`config.mk`:
```
export PLATFORM = sky130hd
export DESIGN_NAME = uart_rx_fifo_flat
export DESIGN_NICKNAME = d
export VERILOG_FILES = /design/src/rtl/uart_rx_fifo_if.sv /design/src/rtl/uart_rx_fifo.sv /design/src/flat_wrapper.sv
export SDC_FILE = /design/constraint.sdc
export NUM_CORES = 1
export LEC_CHECK = 0
export BUFFER_PORTS_ARGS = -buffer_cell sky130_fd_sc_hd__buf_4
export CAP_MARGIN = 30
export CORE_MARGIN = 10
export CORE_UTILIZATION = 65
export DETAILED_ROUTE_END_ITERATION = 10
export PLACE_DENSITY = 0.95
export SETUP_SLACK_MARGIN = 0.05
export SYNTH_ARGS = -nofsm -noshare
export SYNTH_HDL_FRONTEND = slang
export SYNTH_SLANG_ARGS = --single-unit
export TNS_END_PERCENT = 50
```
`constraint.sdc`:
```
create_clock -name clk -period 6.15 [get_ports clk]
set_clock_uncertainty 0.1 [all_clocks]
set_input_delay 1.23 -clock clk [delete_from_list [all_inputs] [get_ports clk]]
set_output_delay 1.23 -clock clk [all_outputs]
set_load 0.02 [all_outputs]
```
`src/rtl/uart_rx_fifo_if.sv`:
```
`default_nettype none
// ============================================================================
//  Module      : uart_rx_fifo_if
//  Description : Bundles the write, read and status signals of the UART
//                receive FIFO.
//                slave  modport : the FIFO itself
//                master modport : receiver/consumer side driving the FIFO
//  Signals     : din[DATA_W]  receiver byte, sampled when rx_done=1
//                rx_done      one-cycle write strobe from the receiver
//                rd_en        consumer pop request
//                clr_ovf      one-cycle clear of the sticky overflow flag
//                dout[DATA_W] byte delivered to the consumer
//                dout_valid   dout carries a valid byte
//                empty / full occupancy flags
//                count[AW+1]  bytes stored, 0..DEPTH
//                overflow     sticky: a byte was dropped while full
//  Revision    : 1.0 - initial release
// ============================================================================
interface uart_rx_fifo_if #(
  parameter int DEPTH  = 16,
  parameter int DATA_W = 8
);
  localparam int c_AW = $clog2(DEPTH);

  logic [DATA_W-1:0] din;
  logic              rx_done;
  logic              rd_en;
  logic              clr_ovf;
  logic [DATA_W-1:0] dout;
  logic              dout_valid;
  logic              empty;
  logic              full;
  logic [c_AW:0]     count;
  logic              overflow;

  modport slave (
    input  din,
    input  rx_done,
    input  rd_en,
    input  clr_ovf,
    output dout,
    output dout_valid,
    output empty,
    output full,
    output count,
    output overflow
  );

  modport master (
    output din,
    output rx_done,
    output rd_en,
    output clr_ovf,
    input  dout,
    input  dout_valid,
    input  empty,
    input  full,
    input  count,
    input  overflow
  );
endinterface : uart_rx_fifo_if
`default_nettype wire

```
`src/rtl/uart_rx_fifo.sv`:
```
`default_nettype none
// ============================================================================
//  Module      : uart_rx_fifo
//  Description : Receive-side byte buffer sitting directly behind the UART
//                receiver. Captures each byte strobed by rx_done, stores up
//                to DEPTH bytes and hands them to the consumer via rd_en.
//                A byte arriving while full is dropped and flags the sticky
//                overflow bit.
//  Ports       : clk        system clock
//                rstN       asynchronous active-low reset
//                bus        uart_rx_fifo_if.slave (din, rx_done, rd_en,
//                           clr_ovf in; dout, dout_valid, empty, full,
//                           count, overflow out)
//  Options     : UART_RX_FIFO_FWFT_EN - first-word-fall-through read port
//                (dout shows the head byte combinationally, dout_valid is
//                !empty). Undefined: registered read, dout_valid is a
//                one-cycle response pulse after each accepted read.
//  Revision    : 1.0 - initial release
// ============================================================================
module uart_rx_fifo #(
  parameter int DEPTH  = 16,
  parameter int DATA_W = 8
) (
  input  wire             clk,
  input  wire             rstN,
  uart_rx_fifo_if.slave   bus
);

  localparam int            c_AW         = $clog2(DEPTH);
  localparam logic [c_AW:0] c_COUNT_FULL = DEPTH[c_AW:0];
  localparam logic [c_AW:0] c_COUNT_ONE  = {{c_AW{1'b0}}, 1'b1};
  localparam logic [c_AW-1:0] c_PTR_ONE  = {{(c_AW-1){1'b0}}, 1'b1};

  // --------------------------------------------------------------------------
  // Storage and state
  // --------------------------------------------------------------------------
  logic [DATA_W-1:0] r_mem [DEPTH];
  logic [c_AW-1:0]   r_wr_ptr;
  logic [c_AW-1:0]   r_rd_ptr;
  logic [c_AW:0]     r_count;
  logic              r_empty;
  logic              r_full;
  logic              r_overflow;

  logic              w_rd_acc;
  logic              w_wr_acc;
  logic              w_wr_rej;
  logic [c_AW:0]     w_count_nxt;

  // --------------------------------------------------------------------------
  // Handshake decode
  // --------------------------------------------------------------------------
  // A read is only honoured when something is stored; rd_en on an empty FIFO
  // is silently ignored. A read in the same cycle frees the slot the write
  // needs, so a full FIFO still accepts a byte when it is also being popped.
  assign w_rd_acc = bus.rd_en & ~r_empty;
  assign w_wr_acc = bus.rx_done & (~r_full | w_rd_acc);
  assign w_wr_rej = bus.rx_done & r_full & ~w_rd_acc;

  always_comb begin
    w_count_nxt = r_count;
    case ({w_wr_acc, w_rd_acc})
      2'b10:   w_count_nxt = r_count + c_COUNT_ONE;
      2'b01:   w_count_nxt = r_count - c_COUNT_ONE;
      default: w_count_nxt = r_count;
    endcase
  end

  // --------------------------------------------------------------------------
  // Byte array: contents deliberately not reset
  // --------------------------------------------------------------------------
  always_ff @(posedge clk) begin
    if (w_wr_acc) begin
      r_mem[r_wr_ptr] <= bus.din;
    end
  end

  // --------------------------------------------------------------------------
  // Pointers, occupancy and flags
  // --------------------------------------------------------------------------
  // Pointers are exactly AW bits wide, so DEPTH-1 -> 0 wraps for free.
  // empty/full are registered from the next count so they line up with it.
  always_ff @(posedge clk or negedge rstN) begin
    if (!rstN) begin
      r_wr_ptr <= '0;
      r_rd_ptr <= '0;
      r_count  <= '0;
      r_empty  <= 1'b1;
      r_full   <= 1'b0;
    end else begin
      if (w_wr_acc) begin
        r_wr_ptr <= r_wr_ptr + c_PTR_ONE;
      end
      if (w_rd_acc) begin
        r_rd_ptr <= r_rd_ptr + c_PTR_ONE;
      end
      r_count <= w_count_nxt;
      r_empty <= (w_count_nxt == '0);
      r_full  <= (w_count_nxt == c_COUNT_FULL);
    end
  end

  // Sticky overflow: a dropped byte beats a coincident clear so the event is
  // never lost.
  always_ff @(posedge clk or negedge rstN) begin
    if (!rstN) begin
      r_overflow <= 1'b0;
    end else if (w_wr_rej) begin
      r_overflow <= 1'b1;
    end else if (bus.clr_ovf) begin
      r_overflow <= 1'b0;
    end
  end

  assign bus.count    = r_count;
  assign bus.empty    = r_empty;
  assign bus.full     = r_full;
  assign bus.overflow = r_overflow;

  // --------------------------------------------------------------------------
  // Read port
  // --------------------------------------------------------------------------
`ifdef UART_RX_FIFO_FWFT_EN
  // Head byte falls through: the consumer samples dout in the cycle it
  // raises rd_en. When empty, dout is meaningless and dout_valid is low.
  assign bus.dout       = r_mem[r_rd_ptr];
  assign bus.dout_valid = ~r_empty;
`else
  logic [DATA_W-1:0] r_dout;
  logic              r_dout_valid;

  // Registered read: the head byte is captured at the accepting edge and
  // held; dout_valid pulses for the one cycle following that edge. When full
  // with a coincident write, wr_ptr == rd_ptr, but the non-blocking capture
  // still sees the old head byte.
  always_ff @(posedge clk or negedge rstN) begin
    if (!rstN) begin
      r_dout       <= '0;
      r_dout_valid <= 1'b0;
    end else begin
      r_dout_valid <= w_rd_acc;
      if (w_rd_acc) begin
        r_dout <= r_mem[r_rd_ptr];
      end
    end
  end

  assign bus.dout       = r_dout;
  assign bus.dout_valid = r_dout_valid;
`endif

endmodule : uart_rx_fifo
`default_nettype wire

```
`src/flat_wrapper.sv`:
```
// flat-port wrapper written by rule: the top's interface ports become plain ports
module uart_rx_fifo_flat 
#(
  parameter int DEPTH  = 16,
  parameter int DATA_W = 8
)
  (clk, rstN, bus_din, bus_rx_done, bus_rd_en, bus_clr_ovf, bus_dout, bus_dout_valid, bus_empty, bus_full, bus_count, bus_overflow);
  uart_rx_fifo_if #(.DEPTH(DEPTH), .DATA_W(DATA_W)) bus_i ();
  input  wire clk;
  input  wire rstN;
  input wire logic [$bits(bus_i.din)-1:0] bus_din;
  input wire logic [$bits(bus_i.rx_done)-1:0] bus_rx_done;
  input wire logic [$bits(bus_i.rd_en)-1:0] bus_rd_en;
  input wire logic [$bits(bus_i.clr_ovf)-1:0] bus_clr_ovf;
  output wire logic [$bits(bus_i.dout)-1:0] bus_dout;
  output wire logic [$bits(bus_i.dout_valid)-1:0] bus_dout_valid;
  output wire logic [$bits(bus_i.empty)-1:0] bus_empty;
  output wire logic [$bits(bus_i.full)-1:0] bus_full;
  output wire logic [$bits(bus_i.count)-1:0] bus_count;
  output wire logic [$bits(bus_i.overflow)-1:0] bus_overflow;
  assign bus_i.din = bus_din;
  assign bus_i.rx_done = bus_rx_done;
  assign bus_i.rd_en = bus_rd_en;
  assign bus_i.clr_ovf = bus_clr_ovf;
  assign bus_dout = bus_i.dout;
  assign bus_dout_valid = bus_i.dout_valid;
  assign bus_empty = bus_i.empty;
  assign bus_full = bus_i.full;
  assign bus_count = bus_i.count;
  assign bus_overflow = bus_i.overflow;
  uart_rx_fifo #(.DEPTH(DEPTH), .DATA_W(DATA_W)) u_core (.clk(clk), .rstN(rstN), .bus(bus_i));
endmodule
```
==> flow_summary.yaml <==
detailed_routing:
  wl_per_cell_um: 27.9
  drtPass1Iterations: 5
  vias: 3277
  ant_nets: 0
  drt_iter0_drc: 349
  via_per_inst: 6.63
  met2_wirelength_um: 7080
  top_layer_used: "met4"
  routed_wl_um: 13800
  drc_errors: 0
  wirelength_met1_um: 5130
  route.met3.wl_um: 1100
global_routing:
  grt_max_degree: 36
  grt_pass1_wl_um: 21500
  grtUsageTotal_pct: 20.7
  antenna_found_initial: 0
  grt_pass1_vias: 3427
  grt.overflow.total: 0
clock_network:
  clockRootBuffer: "clkbuf_8"
  ctsResizeCount: 0
  clock_sinks: 153
  cts_buffer_depth: 2
  cts_tree: "done"
  clock_latency_ns: 0.54
  clk_pin_slew_worst_paths_ns: 0.07
  cts_buffers: 17
  holdBufCountCts: 0
  cts_setup_buffers: 0
  cts_htree_levels: 4
critical_path:
  end_kind: "register"
  critPathArrivalTime_ns: 4.38
  critPathLaunch: "bus_rd_en"
  cp-start-kind: "input pin"
  ff2ff_path_depth: 12
  crit_required_ns: 6.52
  worstSetupPathType: "in -> reg"
  worstPathMaxFanout: 21
  regToRegStartpoint: "u_core.bus.empty"
power_and_ir_drop:
  intPower_uw: 2410
  p_sw_uw: 1140
  combPwrFrac_pct: 28.5
  p_sw_share_pct: 32.2
  powerDensity_nw_per_um2: 495
  clockPowerShare_pct: 30.5
  vdd_drop_max_mv: 0.283
  p_leak_uw: 0.00256
  pwr-share-seq_pct: 41.0
worst_hold_path:
  hold_class: "reg -> reg"
  holdPathStages: 1
  worstHoldStart: "u_core.bus.dout[0]"
die:
  dieHeight_um: 118
  rows: 35
  die_x_um: 118
  core_um2: 9280
  die_area_um2: 13900
  pin_count: 30
  start_util_pct: 67.4
layout:
  syn2layout_area_growth_pct: 14.8
  final_cells: 494
  design_area_um2: 7180
  final_common_cell: "edfxtp_1"
  num-fill-cells: 471
  final_cell_mix: "edfxtp_1 (128), buf_4 (30), dfrtp_1 (23)"
  drive_gt1_share_pct: 24.7
  antenna_cells: 0
  fin_nets: 374
placement:
  portBuffers: 29
  dp_hpwl_um: 7990
  placed_area_um2: 6560
  placed_cells: 461
  gp_congestion: 0.833
logic_synthesis:
  synth-simple-area-share_pct: 4.84
  syn_inst: 319
  synthFlopType: "edfxtp_1"
  synth_compound_area_share_pct: 2.60
  ys.warnings.count: 0
  synth_edf_count: 128
  synth_xor_area_share_pct: 1.68
  synth_top_family_by_area: "multiplexers"
  synthesis.nets: 341
  synth-seq-cells: 153
  ys_types: 41
  netlist_area_um2: 6250
  synth-async-reset-ratio_pct: 16.3
  ys_seq_area_share_pct: 71.5
  synthMuxAreaShare_pct: 15.6
  synth_area_per_cell_um2: 19.6
  synthAdderAreaFrac_pct: 1.80
status:
  outcome: "finished, final reports clean"
sta:
  worst_pin_slew_ns: 1.05
  min_period_ns: 4.01
  slew_headroom_pct: 30.0
  hold_slack_ns: 0.421
  hold_viol_final: 0
  fmax_mhz: 249
  setup_violations: 0
  rsz0062_at_grt: "false"
  fin_setup_tns_ns: 0
  slew_violations: 0
  min_period_over_period_pct: 65.2
run:
  cap_violations: 0
[through the flow]
step / power (µW) / setup slack (ns) / utilization (%)
6_report: 3550 / 2.14 / 77.3
5_1_grt: 3680 / 1.95 / 77.3
4_1_cts: 3560 / 1.58 / 77.2
3_5_place_dp: 2440 / 1.21 / 70.6
3_3_place_gp: 2350 / 1.56 / 70.4
2_1_floorplan: 2130 / 2.79 / -
[cell families (layout without fill, tap and decap cells)]
| logic type | Yosys count | count (layout) |
|---|---|---|
| simple gates | 52 | 52 |
| xor+xnor | 12 | 12 |
| compound gates | 20 | 20 |
| fa+ha+maj | 9 | 9 |
| buf+inv | 23 | 69 |
| mux | 50 | 50 |
| flops | 153 | 153 |
[path summary, 6_finish.rpt]
check                                      end  slack, ns
min reg2reg                 u_core.bus.dout[0]       0.42
max                            u_core.bus.full       2.14
min                         u_core.bus.dout[0]       0.42
max in group asynchronous     u_core.bus.empty       5.18
min in group asynchronous  u_core.bus.count[4]       0.48
max reg2reg                    u_core.bus.full       2.37
[flip-flops by register name, indices dropped and copies added (netlist names)]
| signal | flops |
|---|---|
| u_core.bus.count | 5 |
| u_core.bus.dout | 8 |
| u_core.bus.dout_valid | 1 |
| u_core.bus.empty | 1 |
| u_core.bus.full | 1 |
| u_core.bus.overflow | 1 |
| u_core.r_mem | 128 |
| u_core.r_rd_ptr | 4 |
| u_core.r_wr_ptr | 4 |
[metal layers]
layer,track usage [%],up-vias
met4,10.0,0
met2,33.9,206
met5,0,-
li1,-,1367
met1,24.8,1666
met3,5.71,38
[critical path, cell delays in order]
cell	delay [ns]
buf_4	0.08
nand2b_1	0.42
a21boi_0	0.49
clkbuf_4	0.29
inv_1	0.11
ha_1	0.32
xor2_1	0.20
ha_1	0.23
o21a_1	0.19
o21a_1	0.18
o32ai_1	0.19
xor2_1	0.28
nor2b_1	0.16
[cell usage after synthesis, drive strengths merged (2+ instances only)]
cell type | number | area [µm²]
o21ai | 3 | 15.0
edfxtp | 128 | 3840
nand4 | 2 | 12.5
inv | 5 | 18.8
xor2 | 4 | 35.0
nor3 | 9 | 45.0
mux2 | 9 | 101
o21a | 2 | 15.0
nor2b | 2 | 12.5
nand3 | 2 | 10.0
nand2 | 9 | 33.8
and2 | 13 | 81.3
xnor2 | 8 | 70.1
dfrtp | 24 | 601
clkbuf | 8 | 30.0
mux2i | 9 | 90.1
a221o | 8 | 80.1
and4 | 4 | 35.0
buf | 10 | 76.3
mux4 | 32 | 785
ha | 9 | 113
nor2 | 5 | 18.8
[final cells by class]
class | count | area [µm²] | area share [%]
Clock inverter | 15 | 200 | 2.79
Clock buffer | 17 | 414 | 5.77
Timing Repair Buffer | 32 | 253 | 3.52
Inverter | 5 | 18.8 | 0.261
Sequential cell | 153 | 4470 | 62.3
Tap cell | 129 | 161 | 2.25
Multi-Input combinational cell | 143 | 1660 | 23.1
[power groups by stage]
stage / combinational [µW] / clock [µW] / sequential, µW
3_5_place_dp: 976 / 0 / 1460
2_1_floorplan: 697 / 0 / 1430
5_1_grt: 1080 / 1140 / 1470
4_1_cts: 1010 / 1100 / 1450
6_report: 1010 / 1080 / 1450
3_3_place_gp: 865 / 0 / 1490
No activity file was read; power rests on OpenSTA's default activity.
